$ cat src/rtl/dti_monitor.sv
// dti_monitor: passive multi-channel valid/ready/data protocol monitor.
// Counts handshakes, tracks stalls, and raises sticky hold-rule and timeout
// flags, capturing the first channel to report an error.
module dti_monitor #(
  parameter int NUM_CH   = 4,
  parameter int DATA_W   = 16,
  parameter int CNT_W    = 16,
  parameter int TIMEOUT  = 256,
  parameter int SATURATE = 1
) (
  input  logic                                            clk,
  input  logic                                            rst,
  input  logic                                            en,
  input  logic                                            clr,
  input  logic [NUM_CH-1:0]                               valid,
  input  logic [NUM_CH-1:0]                               ready,
  input  logic [NUM_CH*DATA_W-1:0]                        data,
  output logic [NUM_CH*CNT_W-1:0]                         hs_cnt,
  output logic [NUM_CH-1:0]                               pending,
  output logic [NUM_CH-1:0]                               err_hold,
  output logic [NUM_CH-1:0]                               err_timeout,
  output logic                                            err_any,
  output logic                                            first_err_vld,
  output logic [((NUM_CH > 1) ? $clog2(NUM_CH) : 1)-1:0]  first_err_ch
);

  localparam int CH_W      = (NUM_CH > 1) ? $clog2(NUM_CH) : 1;
  localparam int STALL_MAX = (TIMEOUT > 0) ? TIMEOUT : 1;
  localparam int STALL_W   = $clog2(STALL_MAX + 1);
  localparam logic [STALL_W-1:0] STALL_LIM = STALL_W'(STALL_MAX);

  typedef enum logic {
    IDLE = 1'b0,
    WAIT = 1'b1
  } state_t;

  state_t              state_q   [NUM_CH];
  state_t              state_d   [NUM_CH];
  logic [DATA_W-1:0]   lat_q     [NUM_CH];
  logic [DATA_W-1:0]   d_cur     [NUM_CH];
  logic [STALL_W-1:0]  stall_q   [NUM_CH];
  logic [STALL_W-1:0]  stall_nxt [NUM_CH];
  logic [CNT_W-1:0]    cnt_q     [NUM_CH];
  logic [CNT_W-1:0]    cnt_inc   [NUM_CH];

  logic [NUM_CH-1:0]   stalled;
  logic [NUM_CH-1:0]   hs_ev;
  logic [NUM_CH-1:0]   hold_ev;
  logic [NUM_CH-1:0]   to_ev;
  logic [NUM_CH-1:0]   latch_ev;
  logic [NUM_CH-1:0]   hold_nxt;
  logic [NUM_CH-1:0]   to_nxt;
  logic                first_hit;
  logic [CH_W-1:0]     first_idx;

  // Per-channel FSM state register.
  always_ff @(posedge clk or posedge rst) begin
    if (rst) begin
      for (int unsigned i = 0; i < NUM_CH; i++) begin
        state_q[i] <= IDLE;
      end
    end else begin
      state_q <= state_d;
    end
  end

  // Next state: any enabled stalled edge leaves the channel in WAIT, everything
  // else (handshake, valid drop, monitor disabled) returns it to IDLE.
  always_comb begin
    for (int unsigned i = 0; i < NUM_CH; i++) begin
      state_d[i] = IDLE;
      case (state_q[i])
        IDLE:    if (stalled[i]) state_d[i] = WAIT;
        WAIT:    if (stalled[i]) state_d[i] = WAIT;
        default: state_d[i] = IDLE;
      endcase
    end
  end

  // Per-channel events, next flag values, first-error arbitration and output decode.
  always_comb begin
    hs_cnt    = '0;
    pending   = '0;
    stalled   = '0;
    hs_ev     = '0;
    hold_ev   = '0;
    to_ev     = '0;
    latch_ev  = '0;
    first_hit = 1'b0;
    first_idx = '0;
    for (int unsigned i = 0; i < NUM_CH; i++) begin
      d_cur[i]     = data[i*DATA_W +: DATA_W];
      stalled[i]   = en & valid[i] & ~ready[i];
      hs_ev[i]     = en & valid[i] & ready[i];
      hold_ev[i]   = en && (state_q[i] == WAIT) && (!valid[i] || (d_cur[i] != lat_q[i]));
      latch_ev[i]  = stalled[i] && ((state_q[i] == IDLE) || (d_cur[i] != lat_q[i]));
      stall_nxt[i] = (state_q[i] == IDLE) ? STALL_W'(1)
                   : (stall_q[i] == STALL_LIM) ? stall_q[i] : stall_q[i] + 1'b1;
      // Fires only on the edge the counter arrives at the limit, not while parked there.
      to_ev[i]     = (TIMEOUT > 0) && stalled[i] && (stall_nxt[i] == STALL_LIM)
                     && (stall_q[i] != STALL_LIM);
      cnt_inc[i]   = ((SATURATE != 0) && (cnt_q[i] == '1)) ? cnt_q[i] : cnt_q[i] + 1'b1;
      pending[i]   = (state_q[i] == WAIT);
      hs_cnt[i*CNT_W +: CNT_W] = cnt_q[i];
      if ((hold_ev[i] || to_ev[i]) && !first_hit) begin
        first_hit = 1'b1;
        first_idx = CH_W'(i);
      end
    end
    hold_nxt = clr ? '0 : (err_hold | hold_ev);
    to_nxt   = clr ? '0 : (err_timeout | to_ev);
  end

  // Datapath: latched data, stall counters, handshake counters, sticky flags, capture.
  always_ff @(posedge clk or posedge rst) begin
    if (rst) begin
      for (int unsigned i = 0; i < NUM_CH; i++) begin
        lat_q[i]   <= '0;
        stall_q[i] <= '0;
        cnt_q[i]   <= '0;
      end
      err_hold      <= '0;
      err_timeout   <= '0;
      err_any       <= 1'b0;
      first_err_vld <= 1'b0;
      first_err_ch  <= '0;
    end else begin
      for (int unsigned i = 0; i < NUM_CH; i++) begin
        if (latch_ev[i]) lat_q[i] <= d_cur[i];
        stall_q[i] <= stalled[i] ? stall_nxt[i] : '0;
        if (clr)           cnt_q[i] <= '0;
        else if (hs_ev[i]) cnt_q[i] <= cnt_inc[i];
      end
      err_hold    <= hold_nxt;
      err_timeout <= to_nxt;
      err_any     <= |{hold_nxt, to_nxt};
      if (clr) begin
        first_err_vld <= 1'b0;
        first_err_ch  <= '0;
      end else if (!first_err_vld && first_hit) begin
        first_err_vld <= 1'b1;
        first_err_ch  <= first_idx;
      end
    end
  end

endmodule

$ cat config.mk
export PLATFORM = sky130hd
export DESIGN_NAME = dti_monitor
export DESIGN_NICKNAME = d
export VERILOG_FILES = /design/src/rtl/dti_monitor.sv
export SDC_FILE = /design/constraint.sdc
export NUM_CORES = 1
export LEC_CHECK = 0
export CAP_MARGIN = 20
export CORE_MARGIN = 1.5
export CORE_UTILIZATION = 25
export CTS_CLUSTER_SIZE = 20
export DETAILED_ROUTE_END_ITERATION = 10
export DONT_BUFFER_PORTS = 1
export PLACE_DENSITY = 0.41
export SLEW_MARGIN = 25
export SYNTH_ARGS = -nofsm -noshare
export SYNTH_HDL_FRONTEND = slang
export SYNTH_SLANG_ARGS = --single-unit
$ cat constraint.sdc
create_clock -name clk -period 8.5 [get_ports clk]
set_input_delay 2.55 -clock clk [delete_from_list [all_inputs] [get_ports clk]]
set_output_delay 2.55 -clock clk [all_outputs]
set_load 0.01 [all_outputs]
==> results of run 1 <==
[cells by family after synthesis]
kind of cell / share of synthesized area
compound gates: 0.06903
buf+inv: 0.02201
flops: 0.4892
simple gates: 0.1855
fa+ha+maj: 0.01631
mux: 0.08479
xor+xnor: 0.1332
[metal layers]
| metal | routed length [um] | track usage | part of all wire | up-vias |
|---|---|---|---|---|
| met4 | 320 | 0.04048 | 0.014 | 0 |
| met3 | 1468 | 0.04442 | 0.064 | 13 |
| met2 | 10510 | 0.1956 | 0.46 | 101 |
| met1 | 10480 | 0.1606 | 0.46 | 3192 |
| li1 | - | - | - | 3087 |
| met5 | 0 | 0 | 0 | - |
[power groups by stage]
stage | registers [mW] | clock network [mW] | logic, mW
floorplan | 0.973 | 0 | 0.158
global placement | 0.982 | 0 | 0.182
detailed placement | 0.984 | 0 | 0.183
CTS | 0.967 | 0.839 | 0.183
global route | 0.976 | 0.864 | 0.201
finish | 0.966 | 0.797 | 0.178
[cell usage in the layout, fill, tap and decap left out, drive strengths merged, types with 3 or more instances in the layout]
| cell type | count |
|---|---|
| a2111oi | 3 |
| a211oi | 3 |
| a21oi | 34 |
| and2 | 6 |
| and3 | 15 |
| and4 | 9 |
| buf | 5 |
| clkbuf | 19 |
| clkinvlp | 5 |
| dfrtp | 180 |
| ha | 12 |
| inv | 34 |
| mux2 | 64 |
| mux2i | 6 |
| nand2 | 38 |
| nand2b | 4 |
| nand3 | 46 |
| nand4 | 39 |
| nand4b | 3 |
| nor2 | 107 |
| nor2b | 4 |
| nor3 | 14 |
| nor4 | 7 |
| nor4b | 3 |
| o21a | 3 |
| o21ai | 21 |
| o31ai | 4 |
| o41ai | 5 |
| or2 | 4 |
| or3 | 18 |
| or4 | 4 |
| xnor2 | 95 |
| xor2 | 45 |
[sequential cells by signal, summed over array words and instances, names as in the netlist]
register,flops
err_timeout,4
lat_q,64
first_err_vld,1
err_any,1
hs_cnt,64
err_hold,4
first_err_ch,2
pending,4
stall_q,36
[worst paths after layout]
check                                  end  slack [ns]  startpoint
setup / recovery             first_err_vld        4.33    data[45]
hold / removal                   lat_q[39]        0.53   lat_q[39]
setup reg to reg           first_err_ch[1]        5.86  stall_q[0]
hold reg to reg                  lat_q[39]        0.53   lat_q[39]
max in group asynchronous       hs_cnt[57]        4.92         rst
min in group asynchronous         lat_q[7]        2.12         rst
[cell type report]
type / instances / area [um^2] / area share
inverters: 29 / 116.4 / 0.01127
flip-flops and latches: 180 / 4504 / 0.4362
well taps: 468 / 585.6 / 0.05671
multi-input cells: 644 / 4516 / 0.4373
repair buffers: 5 / 37.54 / 0.003635
clock buffers: 19 / 442.9 / 0.04289
clock inverters: 13 / 123.9 / 0.01200
[cell usage after synthesis, types with 9 or more instances]
cell        n
and3_1     15
nand2_1    38
nand4_1    38
nand3_1    46
clkbuf_1   12
a21oi_1    34
xor2_1     45
or3_1      18
buf_2       9
inv_1      29
o21ai_0    21
xnor2_1    95
mux2_2     64
ha_1       12
nor3_1     13
dfrtp_1   180
nor2_1    107
and4_1      9
[worst max-delay path: stages]
cell and delay (ns):
xnor2_1 0.17, nand4_1 0.15, nor4_1 0.54, a21oi_1 0.32, or4_1 0.52, o31a_1 0.25
[stage by stage]
step             util  std cells  instance area (um^2)  setup WS (ns)
2_1_floorplan       -        875                  9208          1.063
3_3_place_gp   0.2674       1326                  9744          3.789
3_5_place_dp   0.2679       1326                  9759          3.795
4_1_cts        0.2834       1358                 10330          4.282
5_1_grt        0.2834       1358                 10330          4.165
6_report       0.2834       1358                 10330          4.326
==> impl_metrics.toml, run 1 <==
[clocking]
h-tree-depth = 4
cts-buffers-inserted = 17
path_clk_slew_ns = 0.08
clk_latency_ns = 0.45
holdBufCountCts = 0
cts_tree = "yes"
cts_resized = 0
clockBufferDepth = 2
root_buffer = "clkbuf_16"
cts_num_sinks = 180
post_cts_buffers = 0

[logic_synthesis]
syn_area_per_cell_um2 = 10.52
synth_warnings = 0
synth_ff_type = "dfrtp_1"
ys_types = 60
synthCells = 875
yosysTopAreaCell = "dfrtp_1"
synth-seq-area-share = 0.4892
synth_edf_count = 0
synth_fp_nets = 963
netlist_area_mm2 = 0.009208
synthTopCellsByArea = "dfrtp_1 (49%), xnor2_1 (9.0%), mux2_2 (7.8%)"
ys_ff_latch = 180
synthArstFlopShare = 1.000
yosysTopAreaCellShare = 0.4892

[floorplan]
rows = 70
die_y_um = 194.9
core_area_mm2 = 0.03643
pin_count = 156
dieArea_mm2 = 0.03799
initial_core_util = 0.2527
die_w_um = 194.9

[timing]
finalSetupTns_ns = 0
fin_crit_sh = 0.4910
fin_skew_ns = 0.01181
slew_headroom = 0.4003
slew_violations = 0
rsz0062_at_grt = "no"
hold_viol = 0
finalSetupViolCount = 0
tightest_slew_ns = 0.8995
min_period_ns = 4.174
whs_ns = 0.5282
fmax_mhz = 239.6

[global_route]
grt_remaining_overflow = 0
grt_max_degree = 115
first_global_vias = 6361
grt_pass1_wl_um = 36870
grt_use_total = 0.1251
antenna_found_initial = 0

[pwr]
cellPowerDensity_mw_per_mm2 = 187.9
ir_drop_mv = 0.1382
power.internal_mw = 1.441
power_switching_mw = 0.4998
pwr-share-seq = 0.498
power.total_mw = 1.941
p_clk_frac = 0.411
p_leak_nw = 4.040
sw_frac_of_total = 0.2576
combPwrFrac = 0.092

[placement]
hpwl_um = 15810
gp_congestion = 0.7590
io_buffers = 0

[worst_hold_path]
hold_path.class = "reg -> reg"
min_path_cells = 1

[drt]
drtIter0Drc = 243
dr.pass1.iters = 4
drt-vias-per-instance = 4.708
vias = 6393
drcViolationCount = 0
wire_per_inst_um = 16.77
drtAntennaViolNets = 0
finalWirelength_um = 22780

[setup_path]
critical_path_class = "in -> reg"
worst-r2r-cell-count = 8
cp_max_fo = 5
worstSetupEndpointType = "flip-flop"
worst_setup_path_start_kind = "input pin"
critical_path_arrival_ns = 4.51
required_ns = 8.84

[layout]
fillers = 3875
area_delta_synth_final_pct = 12.15
layout-drive-gt1-share = 0.1348
nNetsFinal = 965
n_antenna_cell = 0

[flow_run]
drv_cap = 0

[status]
status = "finished, final reports clean"
(Power assumes the default switching activity.)
==> run 2, diff against run 1 <==
clock period = 3.9 ns   (was 8.5 ns; I/O delays follow)
==> impl_metrics.toml, run 2 (synthesized netlist as in run 1, its figures left out) <==
[clocking]
h-tree-depth = 4
cts_num_sinks = 180
holdBufCountCts = 0
root_buffer = "clkbuf_16"
cts_resized = 0
post_cts_buffers = 0
clk_latency_ns = 0.45
cts_tree = "yes"
clockBufferDepth = 2
cts-buffers-inserted = 17
path_clk_slew_ns = 0.07

[setup_path]
critical_path_class = "in -> reg"
crit_chain = "xnor2_1 -> nand4_1 -> nor4_1 -> a21oi_1 -> or4_4 -> o31a_1"
cp_max_fo = 4
cp_slowest_cell = "or4_4"
cp_slowest_stage_delay_ns = 0.55
required_ns = 4.23
worst_setup_path_start_kind = "input pin"
worstSetupEndpointType = "flip-flop"
critical_path_arrival_ns = 3.14

[floorplan]
core_area_mm2 = 0.03643
die_y_um = 194.9
rows = 70
die_w_um = 194.9
initial_core_util = 0.2527
dieArea_mm2 = 0.03799
pin_count = 156

[layout]
final_common_cell = "dfrtp_1"
nNetsFinal = 968
mostFrequentLayoutCells = "dfrtp_1 (180), nor2_1 (107), xnor2_1 (95)"
n_antenna_cell = 0
layout-drive-gt1-share = 0.1368
area_delta_synth_final_pct = 12.75

[drt]
finalWirelength_um = 22550
drcViolationCount = 0
vias = 6323
dr.pass1.iters = 4
drtAntennaViolNets = 0
drt-vias-per-instance = 4.649
drtIter0Drc = 313
wire_per_inst_um = 16.58

[pwr]
p_leak_nw = 4.068
cellPowerDensity_mw_per_mm2 = 415.0
ir_drop_mv = 0.3279

[flow_run]
drv_cap = 0

[global_route]
grt_pass1_wl_um = 36290
antenna_found_initial = 0
first_global_vias = 6285
grt_max_degree = 124
grt_remaining_overflow = 0
grt_use_total = 0.1228

[timing]
fin_skew_ns = 0.01178
min_period_ns = 2.804
fmax_mhz = 356.6
slew_headroom = 0.4609
fin_crit_sh = 0.7190
rsz0062_at_grt = "no"
finalSetupViolCount = 0
slew_violations = 0
whs_ns = 0.5278
tightest_slew_ns = 0.8087
hold_viol = 0
finalSetupTns_ns = 0

[placement]
io_buffers = 0
gp_congestion = 0.7237
hpwl_um = 15770

[worst_hold_path]
hold_path.class = "reg -> reg"

[status]
status = "finished, final reports clean"
run 2: cell count changes in the layout (fill, tap and decap cells not counted):
cell / delta
bufinv_16: +1
inv_6: -1
o311ai_2: -1
buf_12: +1
clkbuf_8: +1
clkinv_2: -2
clkinv_4: +2
o311ai_1: +1
clkbuf_1: -1
inv_8: -1
buf_4: +2
run 2: metal layers:
metal | vias up | GRT usage | part of all wire
met4 | 0 | 0.04335 | 0.013
met3 | 17 | 0.04390 | 0.068
met1 | 3121 | 0.1595 | 0.47
met5 | - | 0 | 0
li1 | 3088 | - | -
met2 | 97 | 0.1877 | 0.45
run 2: worst paths after layout:
check / from / end / slack, ns / cells past startpoint
worst min-delay path: lat_q[2] / lat_q[2] / 0.53 / 1
min in group asynchronous: rst / hs_cnt[43] / 0.72 / 2
max in group asynchronous: rst / lat_q[2] / 2.48 / 2
worst min register to register: lat_q[2] / lat_q[2] / 0.53 / 1
worst max-delay path: data[4] / first_err_vld / 1.10 / 6
worst max register to register: stall_q[0] / first_err_ch[1] / 1.24 / 8
run 2: stage by stage:
stage / setup slack (ns) / utilization / total power [mW] / instances / cell area (um^2)
2_1_floorplan: 0.4214 / - / 2.464 / 875 / 9211
3_3_place_gp: 0.5561 / 0.2683 / 2.548 / 1329 / 9776
3_5_place_dp: 0.6106 / 0.2683 / 2.548 / 1329 / 9776
4_1_cts: 1.105 / 0.2847 / 4.421 / 1360 / 10370
5_1_grt: 0.9487 / 0.2849 / 4.541 / 1360 / 10380
6_report: 1.096 / 0.2849 / 4.309 / 1360 / 10380
run 2: report_power, final:
group	internal, mW	switching, mW
clock	0.988	0.822
sequential	2.00	0.105
combinational	0.232	0.159
total	3.22	1.09
run 2: critical path: cells and delay by family:
kind,cells,cell delay [ns]
and+or+nand+nor,3,1.20
AOI/OAI and AO/OA,2,0.56
xor gates and xnor gates,1,0.20
run 2: final cells by class:
type                       instances  area (um^2)
clock buffer                      19        452.9
clock inverter                    12        145.1
fill                            3825        26050
inverter                          29        112.6
multi-input combinational        644         4508
sequential                       180         4504
tap                              468        585.6
timing repair buffer               8        72.57
